[config.mk]
export PLATFORM = sky130hd
export DESIGN_NAME = riscv_fetch_flat
export DESIGN_NICKNAME = d
export VERILOG_FILES = /design/src/rtl/riscv_fetch_pkg.sv /design/src/rtl/riscv_fetch_if.sv /design/src/rtl/riscv_fetch_fifo.sv /design/src/rtl/riscv_fetch.sv /design/src/flat_wrapper.sv
export SDC_FILE = /design/constraint.sdc
export NUM_CORES = 1
export LEC_CHECK = 0
export ABC_CLOCK_PERIOD_IN_PS = 4680
export CAP_MARGIN = 25
export CORE_UTILIZATION = 47
export CTS_CLUSTER_DIAMETER = 200
export DETAILED_ROUTE_END_ITERATION = 6
export GPL_TIMING_DRIVEN = 0
export HOLD_SLACK_MARGIN = 0.02
export PLACE_DENSITY = 0.87
export SLEW_MARGIN = 0
export SYNTH_ARGS = -nofsm -noshare
export SYNTH_HDL_FRONTEND = slang
export SYNTH_SLANG_ARGS = --single-unit
[constraint.sdc]
create_clock -name clk -period 4.68 [get_ports clk]
set_input_delay 0.936 -clock clk [delete_from_list [all_inputs] [get_ports clk]]
set_output_delay 0.936 -clock clk [all_outputs]
set_load 0.01 [all_outputs]
[src/rtl/riscv_fetch_pkg.sv]
// Shared fetch definitions: reset PC default, PC step, instruction width and
// the {pc, inst} entry type carried through the instruction buffer.
package riscv_defs;

   localparam int          INST_W           = 32;
   localparam logic [31:0] RESET_PC_DEFAULT = 32'h0000_0000;
   localparam logic [31:0] PC_INC           = 32'd4;

   typedef struct packed {
      logic [31:0]       pc;
      logic [INST_W-1:0] inst;
   } fetch_entry_t;

   // 32-bit add wraps 32'hFFFF_FFFC -> 32'h0000_0000 naturally.
   function automatic logic [31:0] pc_next(input logic [31:0] pc);
      return pc + PC_INC;
   endfunction

   function automatic logic [31:0] pc_align(input logic [31:0] pc);
      return pc & ~32'h3;
   endfunction

endpackage

[src/rtl/riscv_fetch_if.sv]
// Fetch unit bus: memory request/response, redirect and decoder handoff.
// Handshakes: a transfer happens on a rising edge where valid && ready are both
// high; imem_rsp_valid has no ready and is in request order.
interface riscv_fetch_if;
   import riscv_defs::*;

   logic                imem_req_valid;
   logic [31:0]         imem_req_addr;
   logic                imem_req_ready;
   logic                imem_rsp_valid;
   logic [INST_W-1:0]   imem_rsp_data;
   logic                redirect_valid;
   logic [31:0]         redirect_pc;
   logic                inst_valid;
   logic [INST_W-1:0]   inst;
   logic [31:0]         inst_pc;
   logic                inst_ready;

   modport master (
      output imem_req_valid, imem_req_addr, inst_valid, inst, inst_pc,
      input  imem_req_ready, imem_rsp_valid, imem_rsp_data,
             redirect_valid, redirect_pc, inst_ready
   );

   modport slave (
      input  imem_req_valid, imem_req_addr, inst_valid, inst, inst_pc,
      output imem_req_ready, imem_rsp_valid, imem_rsp_data,
             redirect_valid, redirect_pc, inst_ready
   );

endinterface

[src/rtl/riscv_fetch_fifo.sv]
// Instruction buffer: DEPTH entries of {pc, inst}; flush empties it in one cycle.
module riscv_fetch_fifo
   import riscv_defs::*;
#(
   parameter  int DEPTH = 2,
   localparam int CNT_W = $clog2(DEPTH + 1)
) (
   input  logic             clk,
   input  logic             rst,
   input  logic             push,
   input  fetch_entry_t     push_entry,
   input  logic             pop,
   input  logic             flush,
   output fetch_entry_t     head,
   output logic             empty,
   output logic [CNT_W-1:0] count
);

   localparam int PTR_W = (DEPTH > 1) ? $clog2(DEPTH) : 1;

   fetch_entry_t     mem [DEPTH];
   logic [PTR_W-1:0] rd_ptr;
   logic [PTR_W-1:0] wr_ptr;
   logic             full;
   logic             do_push;
   logic             do_pop;

   function automatic logic [PTR_W-1:0] bump(input logic [PTR_W-1:0] p);
      return (p == PTR_W'(DEPTH - 1)) ? '0 : p + PTR_W'(1);
   endfunction

   assign empty   = (count == '0);
   assign full    = (count == CNT_W'(DEPTH));
   assign do_pop  = pop && !empty && !flush && !rst;
   // A pop frees the slot in the same cycle, so push into a full buffer is fine then.
   assign do_push = push && (!full || do_pop) && !flush && !rst;
   assign head    = mem[rd_ptr];

   always_ff @(posedge clk) begin
      if (rst || flush) begin
         rd_ptr <= '0;
         wr_ptr <= '0;
         count  <= '0;
      end else begin
         if (do_push) wr_ptr <= bump(wr_ptr);
         if (do_pop)  rd_ptr <= bump(rd_ptr);
         if (do_push && !do_pop)      count <= count + CNT_W'(1);
         else if (!do_push && do_pop) count <= count - CNT_W'(1);
      end
   end

   always_ff @(posedge clk) begin
      if (do_push) mem[wr_ptr] <= push_entry;
   end

   overflow_never : assert property (@(posedge clk) disable iff (rst || flush)
      !(push && full && !(pop && !empty)))
      else $error("riscv_fetch_fifo overflow");

endmodule

[src/rtl/riscv_fetch.sv]
// Instruction fetch: credit-limited request stream, in-order responses into a
// small buffer, redirect flush with a drop counter for stale responses.
module riscv_fetch
   import riscv_defs::*;
#(
   parameter logic [31:0] RESET_PC = RESET_PC_DEFAULT,
   parameter int          DEPTH    = 2
) (
   input logic         clk,
   input logic         rst,
   riscv_fetch_if.master bus
);

   localparam int CNT_W = $clog2(DEPTH + 1);
   localparam int SUM_W = CNT_W + 1;

   logic [31:0]      fetch_pc;
   logic [31:0]      rsp_pc;
   logic [CNT_W-1:0] outstanding;
   logic [CNT_W-1:0] out_next;
   logic [CNT_W-1:0] drop_cnt;
   logic [CNT_W-1:0] fifo_count;
   logic             fifo_empty;
   logic             credit_ok;
   logic             req_fire;
   logic             rsp_take;
   logic             push;
   logic             pop;
   logic [31:0]      redirect_target;
   fetch_entry_t     head;
   fetch_entry_t     push_entry;

   // Credits cover both in-flight requests and buffered words, so a push never overflows.
   assign credit_ok = ({1'b0, outstanding} + {1'b0, fifo_count}) < SUM_W'(DEPTH);

   assign bus.imem_req_valid = !rst && !bus.redirect_valid && credit_ok;
   assign bus.imem_req_addr  = rst ? pc_align(RESET_PC) : fetch_pc;

   assign req_fire        = bus.imem_req_valid && bus.imem_req_ready;
   assign rsp_take        = bus.imem_rsp_valid && (outstanding != '0) && !rst;
   assign push            = rsp_take && (drop_cnt == '0) && !bus.redirect_valid;
   assign pop             = bus.inst_valid && bus.inst_ready;
   assign redirect_target = pc_align(bus.redirect_pc);

   assign push_entry.pc   = rsp_pc;
   assign push_entry.inst = bus.imem_rsp_data;

   assign bus.inst_valid = !rst && !fifo_empty && !bus.redirect_valid;
   assign bus.inst       = rst ? '0 : head.inst;
   assign bus.inst_pc    = rst ? '0 : head.pc;

   always_comb begin
      out_next = outstanding;
      if (req_fire && !rsp_take)      out_next = outstanding + CNT_W'(1);
      else if (!req_fire && rsp_take) out_next = outstanding - CNT_W'(1);
   end

   always_ff @(posedge clk) begin
      if (rst) begin
         fetch_pc    <= pc_align(RESET_PC);
         rsp_pc      <= pc_align(RESET_PC);
         outstanding <= '0;
         drop_cnt    <= '0;
      end else begin
         outstanding <= out_next;
         if (bus.redirect_valid) begin
            // Everything still in flight belongs to the old stream; replace, never add.
            fetch_pc <= redirect_target;
            rsp_pc   <= redirect_target;
            drop_cnt <= out_next;
         end else begin
            if (req_fire) fetch_pc <= pc_next(fetch_pc);
            if (push)     rsp_pc   <= pc_next(rsp_pc);
            if (rsp_take && (drop_cnt != '0)) drop_cnt <= drop_cnt - CNT_W'(1);
         end
      end
   end

   riscv_fetch_fifo #(.DEPTH(DEPTH)) u_fifo (
      .clk        (clk),
      .rst        (rst),
      .push       (push),
      .push_entry (push_entry),
      .pop        (pop),
      .flush      (bus.redirect_valid),
      .head       (head),
      .empty      (fifo_empty),
      .count      (fifo_count)
   );

endmodule

[src/flat_wrapper.sv]
// flat-port wrapper written by rule: the top's interface ports become plain ports
module riscv_fetch_flat import riscv_defs::*;
#(
   parameter logic [31:0] RESET_PC = RESET_PC_DEFAULT,
   parameter int          DEPTH    = 2
)
  (clk, rst, bus_imem_req_valid, bus_imem_req_addr, bus_inst_valid, bus_inst, bus_inst_pc, bus_imem_req_ready, bus_imem_rsp_valid, bus_imem_rsp_data, bus_redirect_valid, bus_redirect_pc, bus_inst_ready);
  riscv_fetch_if bus_i ();
  input logic clk;
  input logic rst;
  output wire logic [$bits(bus_i.imem_req_valid)-1:0] bus_imem_req_valid;
  output wire logic [$bits(bus_i.imem_req_addr)-1:0] bus_imem_req_addr;
  output wire logic [$bits(bus_i.inst_valid)-1:0] bus_inst_valid;
  output wire logic [$bits(bus_i.inst)-1:0] bus_inst;
  output wire logic [$bits(bus_i.inst_pc)-1:0] bus_inst_pc;
  input wire logic [$bits(bus_i.imem_req_ready)-1:0] bus_imem_req_ready;
  input wire logic [$bits(bus_i.imem_rsp_valid)-1:0] bus_imem_rsp_valid;
  input wire logic [$bits(bus_i.imem_rsp_data)-1:0] bus_imem_rsp_data;
  input wire logic [$bits(bus_i.redirect_valid)-1:0] bus_redirect_valid;
  input wire logic [$bits(bus_i.redirect_pc)-1:0] bus_redirect_pc;
  input wire logic [$bits(bus_i.inst_ready)-1:0] bus_inst_ready;
  assign bus_imem_req_valid = bus_i.imem_req_valid;
  assign bus_imem_req_addr = bus_i.imem_req_addr;
  assign bus_inst_valid = bus_i.inst_valid;
  assign bus_inst = bus_i.inst;
  assign bus_inst_pc = bus_i.inst_pc;
  assign bus_i.imem_req_ready = bus_imem_req_ready;
  assign bus_i.imem_rsp_valid = bus_imem_rsp_valid;
  assign bus_i.imem_rsp_data = bus_imem_rsp_data;
  assign bus_i.redirect_valid = bus_redirect_valid;
  assign bus_i.redirect_pc = bus_redirect_pc;
  assign bus_i.inst_ready = bus_inst_ready;
  riscv_fetch #(.RESET_PC(RESET_PC), .DEPTH(DEPTH)) u_core (.clk(clk), .rst(rst), .bus(bus_i));
endmodule
* Word level (Yosys, flattened, before mapping) *
Memories as Yosys holds them, arrays and structs flattened. A register that Yosys moved wholly into a read port is not among the register bits.
Cells that the tools add are included.

storage, ports and cells
  output and inout port bits = 98
  memories kept = 1
  word-level logic and storage cells = 81
  register bits = 72
  input bits = 70
  bits in writable memories = 128

cells by class
  order comparisons = 1
  mux-type cells = 19
  eq/ne operators = 1
  add/subtract/negate cells = 10
  reductions and logical operators = 40

memory list
  memory             words  width  rd ports  clocked after memory_dff  write ports  line                    text
  u_core.u_fifo.mem  2      64     1         1                         1            riscv_fetch_fifo.sv:21  fetch_entry_t mem [DEPTH];

operators by type and width
  cell                   number
  $mux 32                7
  $add 32x3->32 const B  2
  $logic_and 1x1->1      21
  $mux 2                 6
  $reduce_bool 2->1      6
  $logic_not 1->1        8
  $mux 1                 6
  $sub 2x1->2 const B    3
  $add 2x1->2 const B    2
  $logic_not 2->1        2
  $add 2x2->3            1
  $lt 3x2->1 const B     1
  $add 1x1->1 const B    2
  $eq 2x2->1 const B     1
  $logic_or 1x1->1       2
  $reduce_or 2->1        1

* Logic depth before layout (Yosys ltp) *
  word-level depth = 16
  gate-level depth with buffers = 9
  depth with buffers taken out = 8

* Hierarchy *
A second synthesis with hierarchy kept.

second synthesis, totals
  cell total of the unflattened synthesis = 787
  area, all modules = 9,191.3 µm²

by module, submodules not included
  module            instances  cells each  area each (µm²)  seq. area each (µm²)
  riscv_fetch_fifo  1          224         4,857.2          3,943.8
  riscv_fetch       1          563         4,334.2          1,281.2

* Worst setup path after synthesis *
OpenSTA, ideal clock, no wires.

  kind = input to register
  from = input port rst
  to = memory u_core.u_fifo.mem[0][0] (netlist name) (enable)
  path slack = -0.367 ns
  buffers on the path = 1
  library setup time = 0.490 ns
  data arrival time = 4.558 ns
  required time = 4.190 ns
  cell stages on the path = 4
  cell sequence = or2_2 -> clkbuf_1 -> a211oi_1 -> nor2b_1

on the way
  cells in the longest elaborated chain, start to end = 13
  elaborated cells on any way between the ends = 16
  those cells by class = 2 x mux; 14 x reduce/logical

ends and longest elaborated chain
  element                          line                    text
  start: declaration               flat_wrapper.sv:10      input logic rst;
  $logic_not 1->1 *                --
  $logic_and 1x1->1 (2 in series)  riscv_fetch.sv:48       assign bus.inst_valid = !rst && !fifo_empty && !bus.redirect_valid;
  $logic_and 1x1->1                riscv_fetch.sv:42       assign pop = bus.inst_valid && bus.inst_ready;
  $logic_and 1x1->1 (3 in series)  riscv_fetch_fifo.sv:34  assign do_pop = pop && !empty && !flush && !rst;
  $logic_or 1x1->1                 riscv_fetch_fifo.sv:36  assign do_push = push && (!full || do_pop) && !flush && !rst;
  $logic_and 1x1->1 (2 in series)  riscv_fetch_fifo.sv:36
  $logic_and 1x1->1 *              riscv_fetch_fifo.sv:36
  $mux 1 *                         riscv_fetch_fifo.sv:53  if (do_push) mem[wr_ptr] <= push_entry;
  $mux 1 (implied by the code) *   riscv_fetch_fifo.sv:53
  end: declaration                 riscv_fetch_fifo.sv:21

Every way passes the cells marked *; elsewhere a longest branch is shown, timed or not.

* Worst setup path after layout *
  from = input port rst
  to = output port bus_inst_pc[31]

on the way
  cells in the longest elaborated chain, start to end = 1

ends and longest elaborated chain
  element           line                text
  $mux 32           riscv_fetch.sv:50   assign bus.inst_pc = rst ? '0 : head.pc;
  end: declaration  flat_wrapper.sv:15  output wire logic [$bits(bus_i.inst_pc)-1:0] bus_inst_pc;

No other way between the ends.

==> flow_metrics.tcl <==
set metrics [dict create \
    crit_chain "clkdlybuf4s50_1, clkbuf_1, clkbuf_2, clkbuf_1, nor2_1, clkdlybuf4s50_1" \
    instances_no_fill 1229 \
    yosysSeqAreaShare_pct 57.4 \
    cts_inserted_buffers 17 \
    fp.dieH_um 140 \
    cts_tree "done" \
    power_density_nw_per_um2 341 \
    finalSetupViolations 0 \
    hold_viol 0 \
    htree_levels 4 \
    tns_ns 0 \
    path_delay_family "buffers and inverters" \
    rsz0062_at_grt "false" \
    grt_antenna_before_repair 0 \
    grt.total_usage_pct 23.4 \
    clk_pin_slew_worst_paths_ns 0.07 \
    ys_seq_elements 193 \
    synthFlopType "edfxtp_1" \
    tightest_slew_ns 0.841 \
    critPathKind "input pin to output pin" \
    worstPathRequired_ns 3.74 \
    cp_num_buf_inv 5 \
    layout-drive-gt1-share_pct 6.60 \
    vias_per_cell 5.56 \
    fin_crit_sh_pct 98.1 \
    grt_pass1_vias 6623 \
    clock_sink_count 193 \
    async_reset_ff_share_pct 0 \
    place_congestion 0.922 \
    dpl.cell_count 1197 \
    postCtsSetupBuffers 0 \
    dr.pass1.iters 5 \
    crit_path_start_kind "input pin" \
    vias 6836 \
    rows 49 \
    dp_hpwl_um 15900 \
    ctsResizeCount 2 \
    core_area_um2 18300 \
    insertion_delay_ns 0.43 \
    drc 0 \
    drt_iter0_markers 519 \
    overflow 0 \
    yosysUniqueCellTypes 56 \
    cp_max_fo 10 \
    synth_edf_count 124 \
    crit_path_end_kind "output pin" \
    arrival_ns 3.65 \
    wirelength_um 22400 \
    grt_pass1_wl_um 35100 \
    maxSlewViolCount 0 \
    status "complete, no violations" \
    cellLeakagePower_nw 3.92 \
    finalClockSkew_ns 0.00889 \
    max-cap-violations 0 \
    syn_avg_cell_area_um2 11.1 \
    nets 1063 \
    slowest_delay_ns 0.77 \
    synth.cell_area_um2 8890 \
    wire_per_inst_um 18.2 \
    clockBufferDepth 2 \
    io_buffers 161 \
    num_antenna_cells 0 \
    pin_count 168 \
    fin_crit_ns 4.59 \
    synth-warning-count 0 \
    synthCells 802 \
    cpMaxStageDelayCell "clkdlybuf4s50_1" \
    syn2layout_area_growth_pct 29.2 \
    ir_worst_vdd_v 0.000278 \
    start_util_pct 48.6 \
    drtAntennaViolNets 0 \
    die_x_um 140 \
    grt_start_max_net_pins 63 \
    min_path_type "register to register" \
    die-area_um2 19500 \
    max_freq_mhz 218 \
    maxSlewHeadroom_pct 43.9 \
    postCtsHoldBufs 0 \
    cts_root_buf "clkbuf_16" \
]
[area by class of cell]
class	count	area [µm²]
fillers	1413	6790
flip-flops and latches	193	5100
multi-input cells	527	3450
repair buffers	163	1660
clock buffers	23	532
well taps	229	287
plain buffers	50	226
inverters	35	131
clock inverters	9	90.1
[path summary, 6_finish.rpt]
| check | from | to | slack [ns] | cells after the start |
|---|---|---|---|---|
| hold reg to reg | u_core.rsp_pc[31]$_SDFFE_PP0P_ | u_core.u_fifo.mem[0][63]$_DFFE_PP_ | 0.48 | 0 |
| hold / removal | u_core.rsp_pc[31]$_SDFFE_PP0P_ | u_core.u_fifo.mem[0][63]$_DFFE_PP_ | 0.48 | 0 |
| setup reg to reg | u_core.outstanding[1]$_SDFF_PP0_ | u_core.u_fifo.mem[0][9]$_DFFE_PP_ | 1.79 | 7 |
| setup / recovery | rst | bus_inst_pc[31] | 0.09 | 6 |
[synthesized netlist by cell type, drive strengths merged, types with 23 or more instances]
| cell type | count | area share [%] |
|---|---|---|
| nor2b | 37 | 2.6 |
| xor2 | 24 | 2.4 |
| o21a | 30 | 2.5 |
| inv | 35 | 1.5 |
| nor2 | 99 | 4.2 |
| a21oi | 37 | 2.1 |
| clkbuf | 27 | 1.1 |
| nand2 | 39 | 1.6 |
| dfxtp | 69 | 16 |
| edfxtp | 124 | 42 |
| buf | 23 | 1.4 |
| mux2i | 66 | 7.4 |
| xnor2 | 25 | 2.5 |
[worst register-to-register path, stage by stage (launching register included)]
cell	delay, ns
dfxtp_1	0.34
inv_1	0.08
ha_1	0.22
nand3b_1	0.31
a211oi_1	0.55
nor2b_4	0.62
buf_16	0.24
buf_12	0.21
[per-layer routing]
metal / vias up / track usage [%] / share of wire [%]
met3: 44 / 3.61 / 7.7
met2: 343 / 37.9 / 47
li1: 3217 / - / -
met5: - / 0 / 0
met1: 3232 / 31.2 / 43
met4: 0 / 10.5 / 2.7
[report_power, final]
part	total [mW]	leakage (nW)	switching [mW]	internal (mW)
clock	1.49	0.302	0.624	0.862
combinational	0.478	1.92	0.244	0.233
sequential	1.95	1.70	0.0604	1.89
total	3.91	3.92	0.929	2.98
[state kept, by name, indices dropped and copies added, names as in the netlist, named ones only]
| register | cells |
|---|---|
| u_core.drop_cnt | 2 |
| u_core.fetch_pc | 30 |
| u_core.outstanding | 2 |
| u_core.rsp_pc | 30 |
| u_core.u_fifo.count | 2 |
| u_core.u_fifo.mem | 124 |
| u_core.u_fifo.rd_ptr | 1 |
| u_core.u_fifo.wr_ptr | 1 |
[layout by cell type, fill, tap and decap left out, types with 26 or more instances in the layout]
cell type | synthesis | routed
nand2_1 | 39 | 39
clkbuf_1 | 27 | 26
mux2i_1 | 66 | 66
dfxtp_1 | 69 | 69
o21a_1 | 30 | 30
edfxtp_1 | 124 | 124
clkdlybuf4s50_1 | 0 | 161
a21oi_1 | 37 | 37
nor2b_1 | 37 | 36
inv_1 | 35 | 35
nor2_1 | 99 | 99
[stage by stage]
stage               cell area [µm²]  hold WS (ns)  worst slack (ns)  total power [mW]  util [%]
floorplan                      8900         0.426             0.798              2.22         -
global placement              10800         0.456            -0.825              2.43      59.1
detailed placement            10900         0.463            -0.259              2.45      59.4
CTS                           11500         0.478             0.116              3.92      62.8
global route                  11500         0.494           0.00666              4.03      62.8
finish                        11500         0.480            0.0891              3.91      62.8
[cell families after synthesis]
logic type | share of synthesized area [%]
AND/OR/NAND/NOR | 17.0
flip-flops | 57.4
AO/OA/AOI/OAI | 8.24
buffers and inverters | 4.00
multiplexers | 7.56
XOR/XNOR | 4.83
adder cells (fa/ha/maj) | 0.929
other | 0.0422
Note: power is estimated with default switching activity, not from simulation.
